### src/rtl/fetch_decode_buffer.sv
// Elastic IF/ID queue: buffers fetched {instr, pc, pc+4, xcpt} bundles between fetch and decode.
// Optional performance counters are built when FETCH_DECODE_BUFFER_PERF_EN is defined.
module fetch_decode_buffer #(
  parameter int                  DEPTH     = 2,
  parameter int                  ILEN      = 32,
  parameter int                  XLEN      = 32,
  parameter int                  XCPT_W    = 3,
  parameter logic [ILEN-1:0]     NOP_INSTR = 32'h0000_0013,
  parameter logic [XCPT_W-1:0]   NO_XCPT   = '0
) (
  input  logic              clk,
  input  logic              reset,
  input  logic              valid_in,
  output logic              ready_out,
  input  logic [ILEN-1:0]   instr_in,
  input  logic [XLEN-1:0]   pc_in,
  input  logic [XLEN-1:0]   pc_plus4_in,
  input  logic [XCPT_W-1:0] xcpt_in,
  input  logic              flush_in,
  output logic              valid_out,
  input  logic              ready_in,
  output logic [ILEN-1:0]   instr_out,
  output logic [XLEN-1:0]   pc_out,
  output logic [XLEN-1:0]   pc_plus4_out,
  output logic [XCPT_W-1:0] xcpt_out
`ifdef FETCH_DECODE_BUFFER_PERF_EN
  ,
  output logic [31:0]       perf_stall_cnt_out,
  output logic [31:0]       perf_bubble_cnt_out,
  output logic [31:0]       perf_flush_cnt_out
`endif
);

  localparam int              PTR_W    = (DEPTH > 1) ? $clog2(DEPTH) : 1;
  localparam int              CNT_W    = PTR_W + 1;
  localparam logic [CNT_W-1:0] FULL_CNT = CNT_W'(DEPTH);

  logic [PTR_W-1:0] r_wr_ptr;
  logic [PTR_W-1:0] r_rd_ptr;
  logic [CNT_W-1:0] r_count;

  logic [ILEN-1:0]   r_instr_mem [DEPTH];
  logic [XLEN-1:0]   r_pc_mem    [DEPTH];
  logic [XLEN-1:0]   r_pc4_mem   [DEPTH];
  logic [XCPT_W-1:0] r_xcpt_mem  [DEPTH];

  logic w_push;
  logic w_pop;

  // Handshake flags depend only on the registered count, so decode never reaches fetch combinationally.
  assign ready_out = (r_count != FULL_CNT);
  assign valid_out = (r_count != '0);
  assign w_push    = valid_in & ready_out;
  assign w_pop     = valid_out & ready_in;

  // NOTE: sequential state uses non-blocking assignments so every flop samples pre-edge values.
  always_ff @(posedge clk) begin
    if (!reset) begin
      r_wr_ptr <= '0;
      r_rd_ptr <= '0;
      r_count  <= '0;
    end else if (flush_in) begin
      r_wr_ptr <= '0;
      r_rd_ptr <= '0;
      r_count  <= '0;
    end else begin
      if (w_push) r_wr_ptr <= r_wr_ptr + PTR_W'(1);
      if (w_pop)  r_rd_ptr <= r_rd_ptr + PTR_W'(1);
      case ({w_push, w_pop})
        2'b10:   r_count <= r_count + CNT_W'(1);
        2'b01:   r_count <= r_count - CNT_W'(1);
        default: r_count <= r_count;
      endcase
    end
  end

  // NOTE: the storage array has no reset; r_count alone decides which entries are meaningful.
  always_ff @(posedge clk) begin
    if (reset && !flush_in && w_push) begin
      r_instr_mem[r_wr_ptr] <= instr_in;
      r_pc_mem[r_wr_ptr]    <= pc_in;
      r_pc4_mem[r_wr_ptr]   <= pc_plus4_in;
      r_xcpt_mem[r_wr_ptr]  <= xcpt_in;
    end
  end

  // NOTE: every output gets a default before the conditional read, so no latch is inferred.
  always_comb begin
    instr_out    = NOP_INSTR;
    pc_out       = '0;
    pc_plus4_out = '0;
    xcpt_out     = NO_XCPT;
    if (valid_out) begin
      instr_out    = r_instr_mem[r_rd_ptr];
      pc_out       = r_pc_mem[r_rd_ptr];
      pc_plus4_out = r_pc4_mem[r_rd_ptr];
      xcpt_out     = r_xcpt_mem[r_rd_ptr];
    end
  end

`ifdef FETCH_DECODE_BUFFER_PERF_EN
  logic [31:0] r_perf_stall_cnt;
  logic [31:0] r_perf_bubble_cnt;
  logic [31:0] r_perf_flush_cnt;

  // Counters saturate rather than wrap so long runs never report a misleadingly small value.
  always_ff @(posedge clk) begin
    if (!reset) begin
      r_perf_stall_cnt  <= '0;
      r_perf_bubble_cnt <= '0;
      r_perf_flush_cnt  <= '0;
    end else begin
      if (valid_in && !ready_out && (r_perf_stall_cnt != 32'hFFFF_FFFF))
        r_perf_stall_cnt <= r_perf_stall_cnt + 32'd1;
      if (ready_in && !valid_out && (r_perf_bubble_cnt != 32'hFFFF_FFFF))
        r_perf_bubble_cnt <= r_perf_bubble_cnt + 32'd1;
      if (flush_in && (r_perf_flush_cnt != 32'hFFFF_FFFF))
        r_perf_flush_cnt <= r_perf_flush_cnt + 32'd1;
    end
  end

  assign perf_stall_cnt_out  = r_perf_stall_cnt;
  assign perf_bubble_cnt_out = r_perf_bubble_cnt;
  assign perf_flush_cnt_out  = r_perf_flush_cnt;
`endif

endmodule
### config.mk
export PLATFORM = sky130hd
export DESIGN_NAME = fetch_decode_buffer
export DESIGN_NICKNAME = d
export VERILOG_FILES = /design/src/rtl/fetch_decode_buffer.sv
export SDC_FILE = /design/constraint.sdc
export NUM_CORES = 1
export LEC_CHECK = 0
export ABC_AREA = 1
export CAP_MARGIN = 15
export CORE_MARGIN = 3
export CORE_UTILIZATION = 48
export CTS_BUF_LIST = sky130_fd_sc_hd__clkbuf_16
export DETAILED_ROUTE_END_ITERATION = 12
export PLACE_DENSITY_LB_ADDON = 0.15
export REMOVE_ABC_BUFFERS = 1
export SYNTH_ARGS = -nofsm -noshare
export SYNTH_HDL_FRONTEND = slang
export SYNTH_SLANG_ARGS = --single-unit
### constraint.sdc
create_clock -name clk -period 7.22 [get_ports clk]
set_clock_uncertainty 0.05 [all_clocks]
set_input_delay 0.722 -clock clk [delete_from_list [all_inputs] [get_ports clk]]
set_output_delay 0.722 -clock clk [all_outputs]
set_load 0.01 [all_outputs]
Word level (Yosys, flattened, before mapping)
Memories as Yosys holds them, arrays and structs flattened. A register that Yosys moved wholly into a read port is not among the register bits.
Index checks and enable logic that the tools add are counted.

cells by class
  $add $sub $neg = 4
  equal/unequal tests = 3
  mux-type cells = 15
  bitwise gates (word level) = 3
  reductions and logical operators = 6

operators by type and width
  kind                   number
  $mux W32               3
  $mux W1                10
  $pmux W2 S2            1
  $reduce_bool A2 Y1     2
  $mux W3                1
  $add A1 B1 Y1 const B  2
  $add A2 B1 Y2 const B  1
  $and A1 B1 Y1          2
  $eq A2 B1 Y1 const B   1
  $eq A2 B2 Y1 const B   1
  $logic_and A1 B1 Y1    2
  $ne A2 B2 Y1 const B   1
  $reduce_or A2 Y1       1
  $sub A2 B1 Y2 const B  1
  $logic_not A1 Y1       1
  $not A1 Y1             1

word-level totals
  bits in registers = 4
  RAM bits = 198
  bits of input ports = 104
  output and inout port bits = 101
  word-level logic and storage cells = 38
  memories kept = 4

memory list
  name         words  bits a word  read ports  clocked after memory_dff  write ports  RTL line  source
  r_instr_mem  2      32           1           1                         1            42        logic [ILEN-1:0] r_instr_mem [DEPTH];
  r_pc4_mem    2      32           1           1                         1            44        logic [XLEN-1:0] r_pc4_mem [DEPTH];
  r_pc_mem     2      32           1           1                         1            43        logic [XLEN-1:0] r_pc_mem [DEPTH];
  r_xcpt_mem   2      3            1           1                         1            45        logic [XCPT_W-1:0] r_xcpt_mem [DEPTH];

Depth between registers and ports, before layout
Gate-level depths: netlist of the first run.

  depth in word-level cells = 5
  gate-level depth with buffers = 9
  mapped depth without buffers = 9

Worst setup path after synthesis of the first run
OpenSTA, ideal clock, no wires.

  kind = input-to-reg
  from = in reset
  to = mem r_instr_mem[0][0] (enable)
  setup time = 0.558 ns
  arrival = 5.222 ns
  required time = 6.612 ns
  path slack = 1.391 ns
  cell stages on the path = 4
  path buffers = 0
  path through = inv_1 > nor2_1 > nand3_1 > nor2_1

on the way
  cells in the longest elaborated chain, start to end = 4

RTL lines
  element                           RTL line  source
  start, declared                   12        input logic reset,
  $logic_and A1 B1 Y1 (2 in a row)  79        if (reset && !flush_in && w_push) begin
  $mux W1                           79
  $mux W1 (implied by the code)     80        r_instr_mem[r_wr_ptr] <= instr_in;
  end, declared                     42

Every way passes these cells.

==> results by stage, run 1 <==
Outcome:
- The run finished with clean final reports.

Timing:
- Dividing the final minimum period by the clock period gives 0.546.
- Setup repair after global routing left no endpoint under its margin.
- Summed over all failing endpoints, the final setup total negative slack is 0 ns.
- The final max-slew violation count came to 0.
- The worst max-slew margin expressed relative to the limit is 0.243.
- The hold violation total from the final report was 0.
- Setup violations remaining at the end of the flow were counted as 0.
- For the pin with the worst max-slew slack, the measured transition is 1.13 ns.
- The smallest clock period supported by the final layout is computed as 3.94 ns.
- Based on the critical path, the design can be clocked at up to 254 MHz.

Drt:
- The detail route stage leaves a number of antenna-violating nets equal to 0.
- In the final routed layout, each cell accounts on average for 17.1 µm.
- The routed design has 16.9 mm of wire.
- The DRC marker count from the first detailed-route iteration is 344.
- The number of optimization iterations in the first detailed-route pass is 5.
- The number of design rule violations left after detail routing is 0.
- Dividing the detail-routed via count by the number of cells gives 5.06.
- Summing over every cut layer, the via total after detailed routing is 5006.

Power:
- For this design the static power due to leakage is 3.63 nW.
- In this run the power density over the cells is 245 nW/µm².
- The worst IR drop on VDD is 0.000191 V.

Floorplan:
- In this run the core area contains 45 standard-cell rows.
- In this run the horizontal extent of the chip is 132 µm.
- The core outline area is 15400 µm².
- The die is 132 µm tall.
- 205 I/O pins were placed.
- The initial utilization of the core area, before any placement, comes to 0.497.
- The floorplan die area is 17400 µm².

Clocking:
- The number of gates resized after CTS is 0.
- Clock latency on the worst-skew pair, taken at its later pin, is 0.48 ns.
- The number of buffers between clock root and the deepest sink is 3.
- The number of buffers inserted by post-CTS setup repair is 0.
- After clock tree synthesis, the clock-pin slew on the worst setup and hold paths is 0.06 ns.
- The CTS root buffer is sky130_fd_sc_hd__clkbuf_16.
- Buffers inserted during clock tree synthesis total 20.
- The TritonCTS clock tree is done.
- The total of hold buffers inserted after clock tree synthesis is 0.
- The total clock sinks is 203.
- In this run the number of H-tree levels came out at 1.

Setup path:
- The worst setup path is captured at an output port.
- For flop-to-flop paths, the worst setup slack is 4.31 ns.
- The kind of critical path is reg -> out.
- The worst endpoint data arrival time is 3.17 ns.
- The highest fanout seen on the critical path is 100.
- The critical path launch point type is a flop.
- The worst path required time is 6.45 ns.

Final layout:
- Relative to the synthesized area, the layout overhead comes to 37.1%.
- Of the cells placed in the final design, the portion with a size suffix greater than 1 is 0.0488.
- The number of diodes is 0.
- The number of fill cells in the layout is 1098.
- The final non-filler cell total is 990.
- The post-route core utilization is 0.681.
- Summing all multi-input logic gate instances after layout gives 1380 µm².
- The total number of nets in the final design is 870.
- The library cell used most frequently in the layout, excluding fill and tap cells, is sky130_fd_sc_hd__nand2_1.
- Leaving out fill and tap cells, the most frequent cells in the layout are sky130_fd_sc_hd__nand2_1, sky130_fd_sc_hd__clkdlybuf4s50_1, sky130_fd_sc_hd__edfxtp_1, sky130_fd_sc_hd__a21oi_1, sky130_fd_sc_hd__clkbuf_16.
- The register area is 6050 µm².

Synthesis:
- The number of synthesized register bits is 203.
- Of the total synthesized cell area, the portion taken by full adders, half adders and majority gates is 0.00164.
- The number of distinct library cells after synthesis is 16.
- The simple-gate portion of the synthesized area is 0.113.
- The average footprint of a synthesized cell is 13.5 µm².
- In this run the cell area of the synthesized design comes to 7630 µm².
- The share of the synthesized area in compound gates (AO/OA/AOI/OAI) is 0.0649.
- The post-synthesis cell count is 566.
- The dominant combinational cell family by area after synthesis is simple AND/OR/NAND/NOR gates.
- Of all cell types, the one taking the most synthesized area is sky130_fd_sc_hd__edfxtp_1.
- After synthesis, the cell types taking the most area are sky130_fd_sc_hd__edfxtp_1, sky130_fd_sc_hd__nand2_1, sky130_fd_sc_hd__a21oi_1, sky130_fd_sc_hd__buf_2, sky130_fd_sc_hd__dfxtp_1.
- The count of synthesis-stage warnings from yosys is 0.
- Of the total synthesized cell area, the portion taken by XOR and XNOR cells is 0.
- Of the synthesized area, sequential elements account for 0.792.
- Measured against the total synthesized area, the mux share comes to 0.
- The top-area cell type share of the netlist area is 0.779.

Placement:
- Detailed placement finished with a half-perimeter wire length of 10.1 mm.
- The count of buffers from port buffering is 204.
- The global placer's final weighted congestion is 0.734.
- The number of instances in the placed design is 954.

Global routing:
- The first global-routing pass estimated 26.0 mm of wire.
- The total track usage is 0.186.
- The routing usage on met3 is 0.0542.
- The via count of the first global-routing pass is 4944.
- For this run, global-route usage on met2 was measured as 0.315.
- In the global route stage, met1 resource usage came out at 0.239.
- Entering global routing, the biggest net connects 101 pins.
- After global routing, the most crowded layer is met2.
- The initial antenna violation count is 1.
- For this run the aggregate overflow at the end of global routing stands at 0.

Hold path:
- The path class of the tightest hold or removal check is reg -> reg.

Run:
- Across the run, the number of max-cap violations was 0.
==> synth_stat cells <==
cell type	n
sky130_fd_sc_hd__nand2_1	207
sky130_fd_sc_hd__edfxtp_1	198
sky130_fd_sc_hd__a21oi_1	97
sky130_fd_sc_hd__buf_2	25
sky130_fd_sc_hd__nor2_1	11
sky130_fd_sc_hd__buf_6	5
sky130_fd_sc_hd__dfxtp_1	5
sky130_fd_sc_hd__inv_1	5
sky130_fd_sc_hd__nand3_1	5
sky130_fd_sc_hd__o21ai_0	2
sky130_fd_sc_hd__buf_4	1
sky130_fd_sc_hd__ha_1	1
sky130_fd_sc_hd__inv_2	1
sky130_fd_sc_hd__inv_4	1
sky130_fd_sc_hd__nand4_1	1
sky130_fd_sc_hd__nor2_4	1
==> per-layer routing <==
metal | wire [µm] | vias to the layer above | share of wire
li1 | - | 2391 | -
met1 | 6830 | 2411 | 0.40
met2 | 8410 | 180 | 0.50
met3 | 1410 | 22 | 0.084
met4 | 231 | 2 | 0.014
met5 | 9 | - | 0.00053
==> cell type report <==
class / count / share of cell area
sequential: 203 / 0.578
timing repair buffer: 208 / 0.198
multi-input combinational: 325 / 0.132
clock buffer: 21 / 0.0502
tap: 211 / 0.0252
clock inverter: 15 / 0.0137
inverter: 7 / 0.00275
==> metrics by stage <==
| stage | power (mW) | hold slack [ns] | area (µm²) | worst slack, ns |
|---|---|---|---|---|
| CTS | 2.59 | 0.463 | 10500 | 3.24 |
| global route | 2.66 | 0.503 | 10500 | 3.01 |
| global placement | 1.55 | 0.441 | 9800 | 3.45 |
| finish | 2.57 | 0.454 | 10500 | 3.28 |
| floorplan | 1.42 | 0.417 | 7440 | 1.39 |
| detailed placement | 1.56 | 0.445 | 9800 | 3.37 |
==> kinds of logic (layout without fill, tap and decap cells) <==
logic type,count (synthesis),in the layout
compound gates,99,99
fa+ha+maj,1,1
buf+inv,38,251
flops,203,203
simple gates,225,225
==> final timing paths <==
check | start | to | cells after the start
worst max-delay path | flop | instr_out[6] | 4
worst min-delay path | r_rd_ptr$_SDFFE_PP0P_ | r_rd_ptr$_SDFFE_PP0P_ | 2
worst max register to register | r_count[0]$_SDFFE_PP0P_ | r_instr_mem[0][5]$_DFFE_PP_ | 5
worst min register to register | r_rd_ptr$_SDFFE_PP0P_ | r_rd_ptr$_SDFFE_PP0P_ | 2
==> where the power goes <==
| part | internal, mW | switching [mW] |
|---|---|---|
| registers | 1.32 | 0.00994 |
| clock network | 0.632 | 0.405 |
| logic | 0.109 | 0.0931 |
==> sequential cells by signal (all words and copies together), names as in the netlist, named ones only <==
register,cells
r_instr_mem,64
r_pc4_mem,64
r_pc_mem,64
r_xcpt_mem,6
r_count,2
r_rd_ptr,1
r_wr_ptr,1
==> critical path: stages (launching register included) <==
cell and delay (ns):
sky130_fd_sc_hd__dfxtp_4 1.07, sky130_fd_sc_hd__inv_4 0.66, sky130_fd_sc_hd__nand2_1 0.22, sky130_fd_sc_hd__a21oi_1 0.10, sky130_fd_sc_hd__clkdlybuf4s50_1 0.54
Power figures use the tool's default switching activity.
==> run 2, diff against run 1 <==
--- a/config.mk
+++ b/config.mk
@@ -8,7 +8,7 @@
 export ABC_AREA = 1
 export CAP_MARGIN = 15
 export CORE_MARGIN = 3
-export CORE_UTILIZATION = 48
+export CORE_UTILIZATION = 44
 export CTS_BUF_LIST = sky130_fd_sc_hd__clkbuf_16
 export DETAILED_ROUTE_END_ITERATION = 12
 export PLACE_DENSITY_LB_ADDON = 0.15
==> constraint.sdc (replaced) <==
create_clock -name clk -period 3.3 [get_ports clk]
set_clock_uncertainty 0.05 [all_clocks]
set_input_delay 0.33 -clock clk [delete_from_list [all_inputs] [get_ports clk]]
set_output_delay 0.33 -clock clk [all_outputs]
set_load 0.01 [all_outputs]
==> results by stage, run 2 (synthesis results as in run 1) <==
Outcome:
- The flow ran to the end, and the final reports show no timing, DRC or antenna violations.

Final layout:
- The total number of nets in the final design came to 876 (+0.69%).
- The library cells used most frequently in the layout, excluding fill and tap cells, are sky130_fd_sc_hd__nand2_1, sky130_fd_sc_hd__clkdlybuf4s50_1, sky130_fd_sc_hd__edfxtp_1, sky130_fd_sc_hd__a21oi_1, sky130_fd_sc_hd__clkbuf_16.
- The final non-filler cell area is 10500 µm² (+0.50%).
- The final non-filler cell total is 1005 (+1.5%).
- The library cell used most frequently in the layout, excluding fill and tap cells, is sky130_fd_sc_hd__nand2_1.
- The largest registers in the layout are r_instr_mem (64), r_pc4_mem (64), r_pc_mem (64).
- The number of fill cells in the layout is 1310 (+19%).
- The share of final-layout standard cells stronger than drive strength 1 was 0.0535 (+0.00472).
- The signed area change from the synthesized netlist to the final layout is 37.8%.
- The number of diodes is 0 (unchanged).

Placement:
- The count of buffers from port buffering came to 204 (unchanged).
- The placed wire-length estimate after detailed placement was 10.6 mm (+5.1%).
- The cell area reported after detailed placement is 9900 µm² (+1.0%).
- The global placer's final weighted congestion is 0.767 (+4.6%).
- The number of instances in the placed design was 968 (+1.5%).

Clocking:
- Clock tree synthesis selected as its root buffer the cell sky130_fd_sc_hd__clkbuf_16.
- The total of hold buffers inserted after clock tree synthesis came to 0 (unchanged).
- The total clock sinks is 203 (unchanged).
- The number of gates resized after CTS came to 0 (unchanged).
- TritonCTS built the clock tree.
- The worst-skew pair later-pin latency is 0.47 ns (about the same).
- The number of buffers between clock root and the deepest sink is 3 (unchanged).
- The number of buffers inserted by post-CTS setup repair is 0 (unchanged).
- The TritonCTS buffer count is 21 (+5.0%).
- The number of H-tree branching levels was 1 (unchanged).
- The clock input transition at the sequential cells of the worst setup and hold paths is 0.06 ns (about the same).

Setup path:
- The gate family responsible for the most delay along the worst path is buffers and inverters.
- The kind of critical path is reg -> out.
- Traced cell by cell, the critical path runs through nor2_4 > buf_4 > a21oi_1 > clkdlybuf4s50_1.
- The flop-to-flop setup slack is 1.18 ns (-3.13 ns).
- The worst endpoint data arrival time came to 2.45 ns (-0.72 ns).
- The highest cell delay on the worst timing path is 0.51 ns (-0.56 ns).
- The slowest library cell on the worst path is sky130_fd_sc_hd__clkdlybuf4s50_1.
- STA classifies the critical path endpoint as an output port.
- The worst path required time is 2.92 ns (-3.53 ns).
- The number of buffer and inverter stages on the critical path is 2 (unchanged).
- The highest fanout seen on the critical path is 31 (-69%).
- STA classifies the critical path startpoint as a flop.

Timing:
- The final cycle utilization of the critical path is 0.857.
- The smallest hold slack is 0.383 ns (-0.0714 ns).
- The worst max-slew margin expressed relative to the limit is 0.517 (+0.274).
- Setup repair after global routing left no endpoint under its margin.
- The hold violation total from the final report came to 0 (unchanged).
- The maximum clock rate is 353 MHz.
- The total of endpoints with negative setup slack in the final report came to 0 (unchanged).
- The slew at the pin closest to its max-slew limit was 0.725 ns (-0.410 ns).
- The final max-slew violation count is 0 (unchanged).
- The clock period minus final worst setup slack is 2.83 ns.

Drt:
- The number of design rule violations left after detail routing is 0 (unchanged).
- The routed wire length per instance was 17.3 µm (+1.5%).
- The DRC marker count from the first detailed-route iteration is 356 (+3.5%).
- The via count is 5042 (+0.72%).
- The number of vias per cell after detailed routing is 5.02 (-0.78%).
- The remaining antenna violation count after routing is 0 (unchanged).
- The number of optimization iterations in the first detailed-route pass was 5 (unchanged).
- The wire length after detailed routing is 17.4 mm (+3.0%).

Hold path:
- The worst hold path belongs to the class in -> reg.

Power:
- The internal power came to 4.36 mW (+110%).
- The part of the power in registers came to 0.529 (+0.012).
- The switching part of the total power is 0.204 (+0.00594).
- The power share of the combinational group is 0.084 (+0.005).
- The overall power of the completed layout is 5.48 mW (+110%).
- The reported leakage power is 3.63 nW (about the same).
- The net switching power figure is 1.12 mW (+120%).
- The power per cell area is 521 nW/µm² (+110%).
- The part of the total power dissipated in the clock network was 0.387 (-0.017).
- The worst IR drop on VDD is 0.000308 V (+62%).

Global routing:
- The initial antenna violation count was 0 (-1).
- The overall overflow remaining after global route came to 0 (unchanged).
- The via count of the first global-routing pass is 4902 (-0.85%).
- The total track usage is 0.174 (-0.0113).
- The pin count of the biggest net entering global routing is 100 (-0.99%).
- The wire length of the first global-routing pass was 25.8 mm (-0.93%).

Run:
- The max-capacitance violation count is 0 (unchanged).

Floorplan:
- The starting utilization of the core area was 0.455 (-0.0411).
- The width of the die is 138 µm (+4.2%).
- The core outline area is 16800 µm² (+9.0%).
- The count of standard-cell rows is 47 (+4.4%).
- The vertical extent of the die is 138 µm (+4.2%).
- The I/O pin total was 205 (unchanged).
- The floorplan die area is 19000 µm² (+8.7%).
-- run 2: per-layer routing --
layer / vias up / global-route usage / part of all wire / wire length (µm)
met5: - / 0 / 0 / 0
met4: 0 / 0.0368 / 0.0098 / 170
met3: 17 / 0.0654 / 0.10 / 1790
met2: 201 / 0.273 / 0.47 / 8170
met1: 2410 / 0.235 / 0.42 / 7280
li1: 2414 / - / - / -
-- run 2: worst reg2reg max path: stages (launching register included) --
cell                      delay [ns]
sky130_fd_sc_hd__dfxtp_1        0.36
sky130_fd_sc_hd__nor2_4         0.49
sky130_fd_sc_hd__buf_12         0.29
sky130_fd_sc_hd__nor2_1         0.13
sky130_fd_sc_hd__ha_1           0.31
sky130_fd_sc_hd__inv_1          0.08
sky130_fd_sc_hd__nand2_1        0.06
sky130_fd_sc_hd__nor2_1         0.12
sky130_fd_sc_hd__nor2_1         0.06
sky130_fd_sc_hd__nor2_1         0.11
-- run 2: power groups by stage --
| stage | combinational [mW] | sequential, mW | clock [mW] |
|---|---|---|---|
| after floorplan | 0.140 | 2.96 | 0 |
| after global placement | 0.455 | 2.95 | 0 |
| after detailed placement | 0.463 | 2.95 | 0 |
| after CTS | 0.467 | 2.90 | 2.19 |
| after global routing | 0.499 | 2.90 | 2.29 |
| final | 0.461 | 2.90 | 2.12 |
-- run 2: final cells by class --
class                           instances  area, µm²  area share
Sequential cell                       203       6050       0.575
Timing Repair Buffer                  213       2160       0.205
Multi-Input combinational cell        325       1380       0.132
Clock buffer                           21        526      0.0500
Tap cell                              220        275      0.0262
Clock inverter                         16       97.6     0.00928
Inverter                                7       28.8     0.00274
-- run 2: worst paths after layout --
check                                             start                            to  cells after the start
worst max register to register  r_count[1]$_SDFFE_PP0P_       r_count[1]$_SDFFE_PP0P_                      9
worst min register to register    r_rd_ptr$_SDFFE_PP0P_         r_rd_ptr$_SDFFE_PP0P_                      2
worst min-delay path                       instr_in[19]  r_instr_mem[0][19]$_DFFE_PP_                      1
worst max-delay path            r_count[1]$_SDFFE_PP0P_                 instr_out[18]                      4
-- run 2: stage by stage --
step,setup WS (ns),utilization,setup TNS (ns)
after CTS,0.428,0.628,0
final,0.471,0.628,0
after global routing,0.299,0.628,0
after global placement,0.919,0.591,0
after floorplan,-2.18,-,-429.94
after detailed placement,0.844,0.591,0
